File: src/rtl/muldiv_iter.sv
// muldiv_iter: multi-cycle RV32M execution unit.
//   Iterative shift-add multiplier and restoring divider sharing one
//   2*XLEN working register, behind a start/done handshake. Operands are
//   reduced to magnitudes on accept, iterated for XLEN cycles, and the sign
//   is applied in a final FIXUP cycle. Divide-by-zero, signed overflow and
//   unknown op codes complete in the cycle after accept.
// Ports:
//   clk, rst        rising-edge clock, asynchronous active-high reset
//   start           request, accepted when idle and kill is low
//   op[4:0]         10000 MUL .. 10111 REMU
//   rdA, rdB        rs1 (dividend / multiplicand), rs2 (divisor / multiplier)
//   tag_in          writeback tag carried with the request
//   kill            flush of the in-flight operation (wins over start)
//   busy            operation in flight
//   done            one-cycle completion pulse
//   result, tag_out registered result and its tag, held until next done
module muldiv_iter #(
  parameter int XLEN = 32,
  parameter int TAGW = 5
) (
  input  logic            clk,
  input  logic            rst,
  input  logic            start,
  input  logic [4:0]      op,
  input  logic [XLEN-1:0] rdA,
  input  logic [XLEN-1:0] rdB,
  input  logic [TAGW-1:0] tag_in,
  input  logic            kill,
  output logic            busy,
  output logic            done,
  output logic [XLEN-1:0] result,
  output logic [TAGW-1:0] tag_out
);
  localparam int CW = $clog2(XLEN + 1);
  localparam logic [XLEN-1:0] SMIN = {1'b1, {(XLEN-1){1'b0}}};

  typedef enum logic [1:0] {IDLE, CALC, FIXUP} state_t;

  state_t              state_reg, state_next;
  logic [CW-1:0]       count_reg, count_next;
  logic [2*XLEN-1:0]   acc_reg, acc_next;     // mul: {hi, multiplier}; div: {rem, quo}
  logic [XLEN-1:0]     opnd_reg, opnd_next;   // multiplicand or divisor magnitude
  logic                is_div_reg, is_div_next;
  logic [1:0]          fn_reg, fn_next;
  logic                neg_reg, neg_next;
  logic [TAGW-1:0]     tag_reg, tag_next;
  logic [XLEN-1:0]     result_reg, result_next;
  logic [TAGW-1:0]     tag_out_reg, tag_out_next;
  logic                done_reg, done_next;

  // Request decode.
  logic            op_valid, in_div, sa_en, sb_en, sign_a, sign_b, in_neg;
  logic            div_zero, div_ovf, early;
  logic [XLEN-1:0] mag_a, mag_b, early_val;

  always_comb begin
    op_valid = (op[4:3] == 2'b10);
    in_div   = op[2];
    // Mul: MULH and MULHSU take rs1 signed, only MULH takes rs2 signed.
    // Div: DIV and REM (op[0] = 0) are the signed forms.
    sa_en    = in_div ? ~op[0] : op[0];
    sb_en    = in_div ? ~op[0] : (op[1:0] == 2'b01);
    sign_a   = sa_en & rdA[XLEN-1];
    sign_b   = sb_en & rdB[XLEN-1];
    mag_a    = sign_a ? -rdA : rdA;
    mag_b    = sign_b ? -rdB : rdB;
    // Remainder takes the dividend's sign; product and quotient take sA^sB.
    in_neg   = (in_div && op[1]) ? sign_a : (sign_a ^ sign_b);

    div_zero = in_div && (rdB == '0);
    div_ovf  = in_div && !op[0] && (rdA == SMIN) && (rdB == '1);
    early    = !op_valid || div_zero || div_ovf;
    if (!op_valid)     early_val = '0;
    else if (div_zero) early_val = op[1] ? rdA : '1;
    else               early_val = op[1] ? '0 : rdA;
  end

  // One iteration of each datapath.
  logic [XLEN:0]     mul_sum, div_shift, div_diff;
  logic [2*XLEN-1:0] mul_step, div_step;

  always_comb begin
    mul_sum   = {1'b0, acc_reg[2*XLEN-1:XLEN]}
              + ({1'b0, opnd_reg} & {(XLEN+1){acc_reg[0]}});
    mul_step  = {mul_sum, acc_reg[XLEN-1:1]};
    div_shift = acc_reg[2*XLEN-1:XLEN-1];
    div_diff  = div_shift - {1'b0, opnd_reg};
    // Borrow out of the trial subtraction means the divisor did not fit.
    div_step  = div_diff[XLEN] ? {div_shift[XLEN-1:0], acc_reg[XLEN-2:0], 1'b0}
                               : {div_diff[XLEN-1:0],  acc_reg[XLEN-2:0], 1'b1};
  end

  // Sign correction and output selection for FIXUP.
  logic [2*XLEN-1:0] mul_fix;
  logic [XLEN-1:0]   quo_fix, rem_fix, fix_val;

  always_comb begin
    mul_fix = neg_reg ? -acc_reg : acc_reg;
    quo_fix = neg_reg ? -acc_reg[XLEN-1:0] : acc_reg[XLEN-1:0];
    rem_fix = neg_reg ? -acc_reg[2*XLEN-1:XLEN] : acc_reg[2*XLEN-1:XLEN];
    if (is_div_reg)           fix_val = fn_reg[1] ? rem_fix : quo_fix;
    else if (fn_reg == 2'b00) fix_val = mul_fix[XLEN-1:0];
    else                      fix_val = mul_fix[2*XLEN-1:XLEN];
  end

  always_comb begin
    state_next   = state_reg;
    count_next   = count_reg;
    acc_next     = acc_reg;
    opnd_next    = opnd_reg;
    is_div_next  = is_div_reg;
    fn_next      = fn_reg;
    neg_next     = neg_reg;
    tag_next     = tag_reg;
    result_next  = result_reg;
    tag_out_next = tag_out_reg;
    done_next    = 1'b0;
    if (kill) begin
      state_next = IDLE;
    end else begin
      unique case (state_reg)
        IDLE: begin
          if (start) begin
            tag_next    = tag_in;
            is_div_next = in_div;
            fn_next     = op[1:0];
            neg_next    = in_neg;
            count_next  = CW'(XLEN);
            if (in_div) begin
              acc_next  = {{XLEN{1'b0}}, mag_a};
              opnd_next = mag_b;
            end else begin
              acc_next  = {{XLEN{1'b0}}, mag_b};
              opnd_next = mag_a;
            end
            if (early) begin
              result_next  = early_val;
              tag_out_next = tag_in;
              done_next    = 1'b1;
            end else begin
              state_next = CALC;
            end
          end
        end
        CALC: begin
          acc_next   = is_div_reg ? div_step : mul_step;
          count_next = count_reg - CW'(1);
          if (count_reg == CW'(1)) state_next = FIXUP;
        end
        FIXUP: begin
          result_next  = fix_val;
          tag_out_next = tag_reg;
          done_next    = 1'b1;
          state_next   = IDLE;
        end
        default: state_next = IDLE;
      endcase
    end
  end

  always_ff @(posedge clk or posedge rst) begin
    if (rst) begin
      state_reg   <= IDLE;
      count_reg   <= '0;
      acc_reg     <= '0;
      opnd_reg    <= '0;
      is_div_reg  <= 1'b0;
      fn_reg      <= '0;
      neg_reg     <= 1'b0;
      tag_reg     <= '0;
      result_reg  <= '0;
      tag_out_reg <= '0;
      done_reg    <= 1'b0;
    end else begin
      state_reg   <= state_next;
      count_reg   <= count_next;
      acc_reg     <= acc_next;
      opnd_reg    <= opnd_next;
      is_div_reg  <= is_div_next;
      fn_reg      <= fn_next;
      neg_reg     <= neg_next;
      tag_reg     <= tag_next;
      result_reg  <= result_next;
      tag_out_reg <= tag_out_next;
      done_reg    <= done_next;
    end
  end

  assign busy    = (state_reg != IDLE);
  assign done    = done_reg;
  assign result  = result_reg;
  assign tag_out = tag_out_reg;

endmodule

File: config.mk
export PLATFORM = sky130hd
export DESIGN_NAME = muldiv_iter
export DESIGN_NICKNAME = d
export VERILOG_FILES = /design/src/rtl/muldiv_iter.sv
export SDC_FILE = /design/constraint.sdc
export NUM_CORES = 1
export LEC_CHECK = 0
export CAP_MARGIN = 10
export CORE_MARGIN = 2
export CORE_UTILIZATION = 40
export CTS_CLUSTER_DIAMETER = 80
export DETAILED_ROUTE_END_ITERATION = 8
export PLACE_DENSITY_LB_ADDON = 0.25
export SLEW_MARGIN = 10
export SYNTH_ARGS = -nofsm -noshare
export SYNTH_HDL_FRONTEND = slang
export SYNTH_SLANG_ARGS = --single-unit
export TNS_END_PERCENT = 1
File: constraint.sdc
create_clock -name clk -period 11.4 [get_ports clk]
set_input_delay 2.28 -clock clk [delete_from_list [all_inputs] [get_ports clk]]
set_output_delay 2.28 -clock clk [all_outputs]
set_load 0.03 [all_outputs]
==> results.txt <==
CTS tree: done
number of vias per cell: 6.024
DRT Wirelength: 58.02 mm
Root Buffer: clkbuf_16
xor and xnor area share after synthesis: 10.40%
PostCTS Resize Cnt: 0
RePlAce Congestion: 0.9706
crit path time final: 6146 ps
CP startpoint kind: primary input
worst-path maximum fanout: 67
Worst EP required: 11750 ps
CTS Hold Bufs: 0
sequential area share after synthesis: 24.40%
CORE AREA: 0.03847 sq mm
Crit Path Class: in -> reg
ys flop type: dfrtp_1
number of flip-flops in the largest register: 64
Inserted Clock Buffers: 17
Adder-Cell Fraction of Synth Area: 6.076%
Final ANT Viol Nets: 0
async set-reset flop share out of synthesis: 100.0%
WP data arrival: 6500 ps
VDD IR max: 0.07747 mV
Hold Fails Final Rpt: 0
Mapped Cells: 2102
Clock Skews: 17.34 ps
Clock transition at path regs: 70 ps
vias in the first global route: 14580
number of port buffers: 116
RSZ-0062 raised after global routing: no
CTS max path bufs: 2
antenna violations before repair: 2
distinct cell type count after synthesis: 72
I/O Pins: 117
first-pass GRT wire length: 88.20 mm
clk_lat worst skew: 470 ps
fmax: 162.7 MHz
multiplexer area fraction after synthesis: 5.955%
HPWL Detailed: 44.32 mm
hold path depth: 2
gr ovfl total: 0
largest family of logic cells by synthesized area: compound AO/OA/AOI/OAI gates
Worst-Margin Slew: 1178 ps
number of synthesized register bits: 151
layout cells sized above 1: 4.715%
Total GRT Usage: 28.37%
max_slew headroom: 21.27%
clock sink count: 151
post-synthesis compound-gate area fraction: 27.26%
Setup WS post-layout: 5254 ps
pwr/cell area: 135.7 mW/mm^2
Setup WS pre-CTS: 4828 ps
Leakage Power: 0.007083 uW
setup bufs post-CTS: 0
total power: 2376 uW
synth warn: 0
status: finished, final reports clean
DIE HEIGHT: 200.8 um
Final Cycle Share: 53.91%
CP endpoint kind: register
Post-synth EDFFs: 0
Die Footprint: 0.04030 sq mm
die width: 200.8 um
Final Core Density: 45.52%
Post-Synth Simple-Gate Area: 20.32%
detailed router's first-iteration violation count: 1724
largest net degree at the start of global routing: 95
DR WL/cell: 21.98 um
MaxCap Viol Count: 0
# DRC: 0
FP Rows: 72
Syn Area/Cell: 7.367 sq um
Starting Density: 40.26%
Via Count: 15900
worst hold path type: reg -> reg
final setup fails: 0
Final Max Slew Viols: 0
R2R depth: 13
NumNets Final: 2260
number of H-tree levels: 4
drt pass-1 iters: 6
Post-Syn Nets: 2254
TNS Setup: 0 ps
Mapped Area: 0.01548 sq mm
area delta synth->final: 13.07%
## cell families after synthesis
| group | after synthesis |
|---|---|
| AND/OR/NAND/NOR | 688 |
| buffers and inverters | 220 |
| adder cells (fa/ha/maj) | 74 |
| flip-flops | 151 |
| XOR/XNOR | 183 |
| AO/OA/AOI/OAI | 697 |
| multiplexers | 89 |
## where the power goes
group	total (uW)	internal, uW	leakage (uW)	switching (uW)
Sequential	740	617	0.00190	123
Combinational	1030	396	0.00489	632
Clock	609	347	0.000290	261
## routing by layer
metal	GRT usage, %	part of all wire (%)
met1	38.83	44
met3	5.146	7.5
met5	0	0
met2	43.91	45
met4	12.17	4.1
## path summary, 6_finish.rpt
check,startpoint,endpoint,slack (ps)
max in group asynchronous,rst,neg_reg,7550
worst min register to register,opnd_reg[25],opnd_reg[25],480
min in group asynchronous,rst,tag_reg[1],2380
worst max-delay path,rdB[7],result[30],5250
worst min-delay path,opnd_reg[25],opnd_reg[25],480
worst max register to register,acc_reg[0],acc_reg[61],6510
## final cells by class
cell class                 instances  area (sq um)
fill                            3899         20960
clock buffer                      19         432.9
clock inverter                    13         170.2
tap                              518         648.1
antenna                            1         2.502
inverter                          70         267.8
multi-input combinational       1731         10890
timing repair buffer             137          1314
sequential                       151          3781
## cell usage in the layout, fill, tap and decap left out, types with 6 or more instances in the layout
master	netlist	final
o2111ai_1	6	6
buf_4	3	21
nand2b_1	27	27
a211oi_1	21	21
a21o_1	25	25
mux2_2	15	15
o21ai_1	19	17
a21oi_1	208	208
xor2_1	82	82
o21a_1	15	15
o211ai_1	22	22
mux2i_1	73	73
a22oi_1	28	28
a31oi_1	29	29
nand4_1	21	21
or4_1	13	13
xnor2_1	100	100
nor2_1	238	237
o31a_1	9	9
nor3_1	22	22
ha_1	72	72
and2_1	10	10
o22ai_1	8	8
inv_1	69	68
o21ai_0	214	214
dfrtp_1	151	149
o41ai_1	12	12
nor4_1	30	30
nand2_1	235	235
or2_2	8	8
a221oi_1	12	12
and3_1	8	8
o31ai_1	23	23
clkdlybuf4s50_1	0	115
nor2b_1	14	14
nand3_1	23	23
clkbuf_16	0	17
or3_1	18	18
## per-stage QoR
| stage | instance area [sq um] | hold WS [ps] | std cells |
|---|---|---|---|
| 6_report | 17510 | 483.4 | 2640 |
| 2_1_floorplan | 15480 | 445.5 | 2102 |
| 4_1_cts | 17510 | 484.9 | 2639 |
| 3_3_place_gp | 16900 | 461.0 | 2607 |
| 3_5_place_dp | 16900 | 464.4 | 2607 |
| 5_1_grt | 17510 | 507.6 | 2639 |
## synthesized netlist by cell type, drive strengths merged (10+ instances only)
library cell | number | share of area, %
a221oi | 13 | 0.85
o211ai | 22 | 1.1
mux2 | 15 | 1.1
nand2b | 27 | 1.1
or4 | 13 | 0.63
nor2b | 14 | 0.57
nand2 | 235 | 5.7
nand3 | 23 | 0.74
o21ai | 233 | 7.5
and2 | 10 | 0.40
xnor2 | 101 | 5.8
nand4 | 21 | 0.85
ha | 72 | 5.8
or3 | 18 | 0.73
a22oi | 28 | 1.4
o31ai | 23 | 1.1
a21oi | 209 | 6.8
nor2 | 238 | 5.8
o41ai | 12 | 0.68
nor4 | 35 | 1.6
o21a | 15 | 0.73
mux2i | 73 | 4.7
dfrtp | 151 | 24
clkbuf | 120 | 2.9
a21o | 25 | 1.2
inv | 70 | 1.7
a211oi | 21 | 1.0
a31oi | 30 | 1.3
xor2 | 82 | 4.6
buf | 30 | 0.98
nor3 | 22 | 0.71
## critical path, cell delays in order
cell and delay (ps):
clkdlybuf4s50_1 490, or4_1 560, or3_1 420, nor4_1 340, nand3_1 190, nor4_4 240, buf_4 520, nor3_1 190
o21ai_4 170, buf_4 570, o21ai_0 230, o22a_1 200
Note: power is estimated with default switching activity, not from simulation.
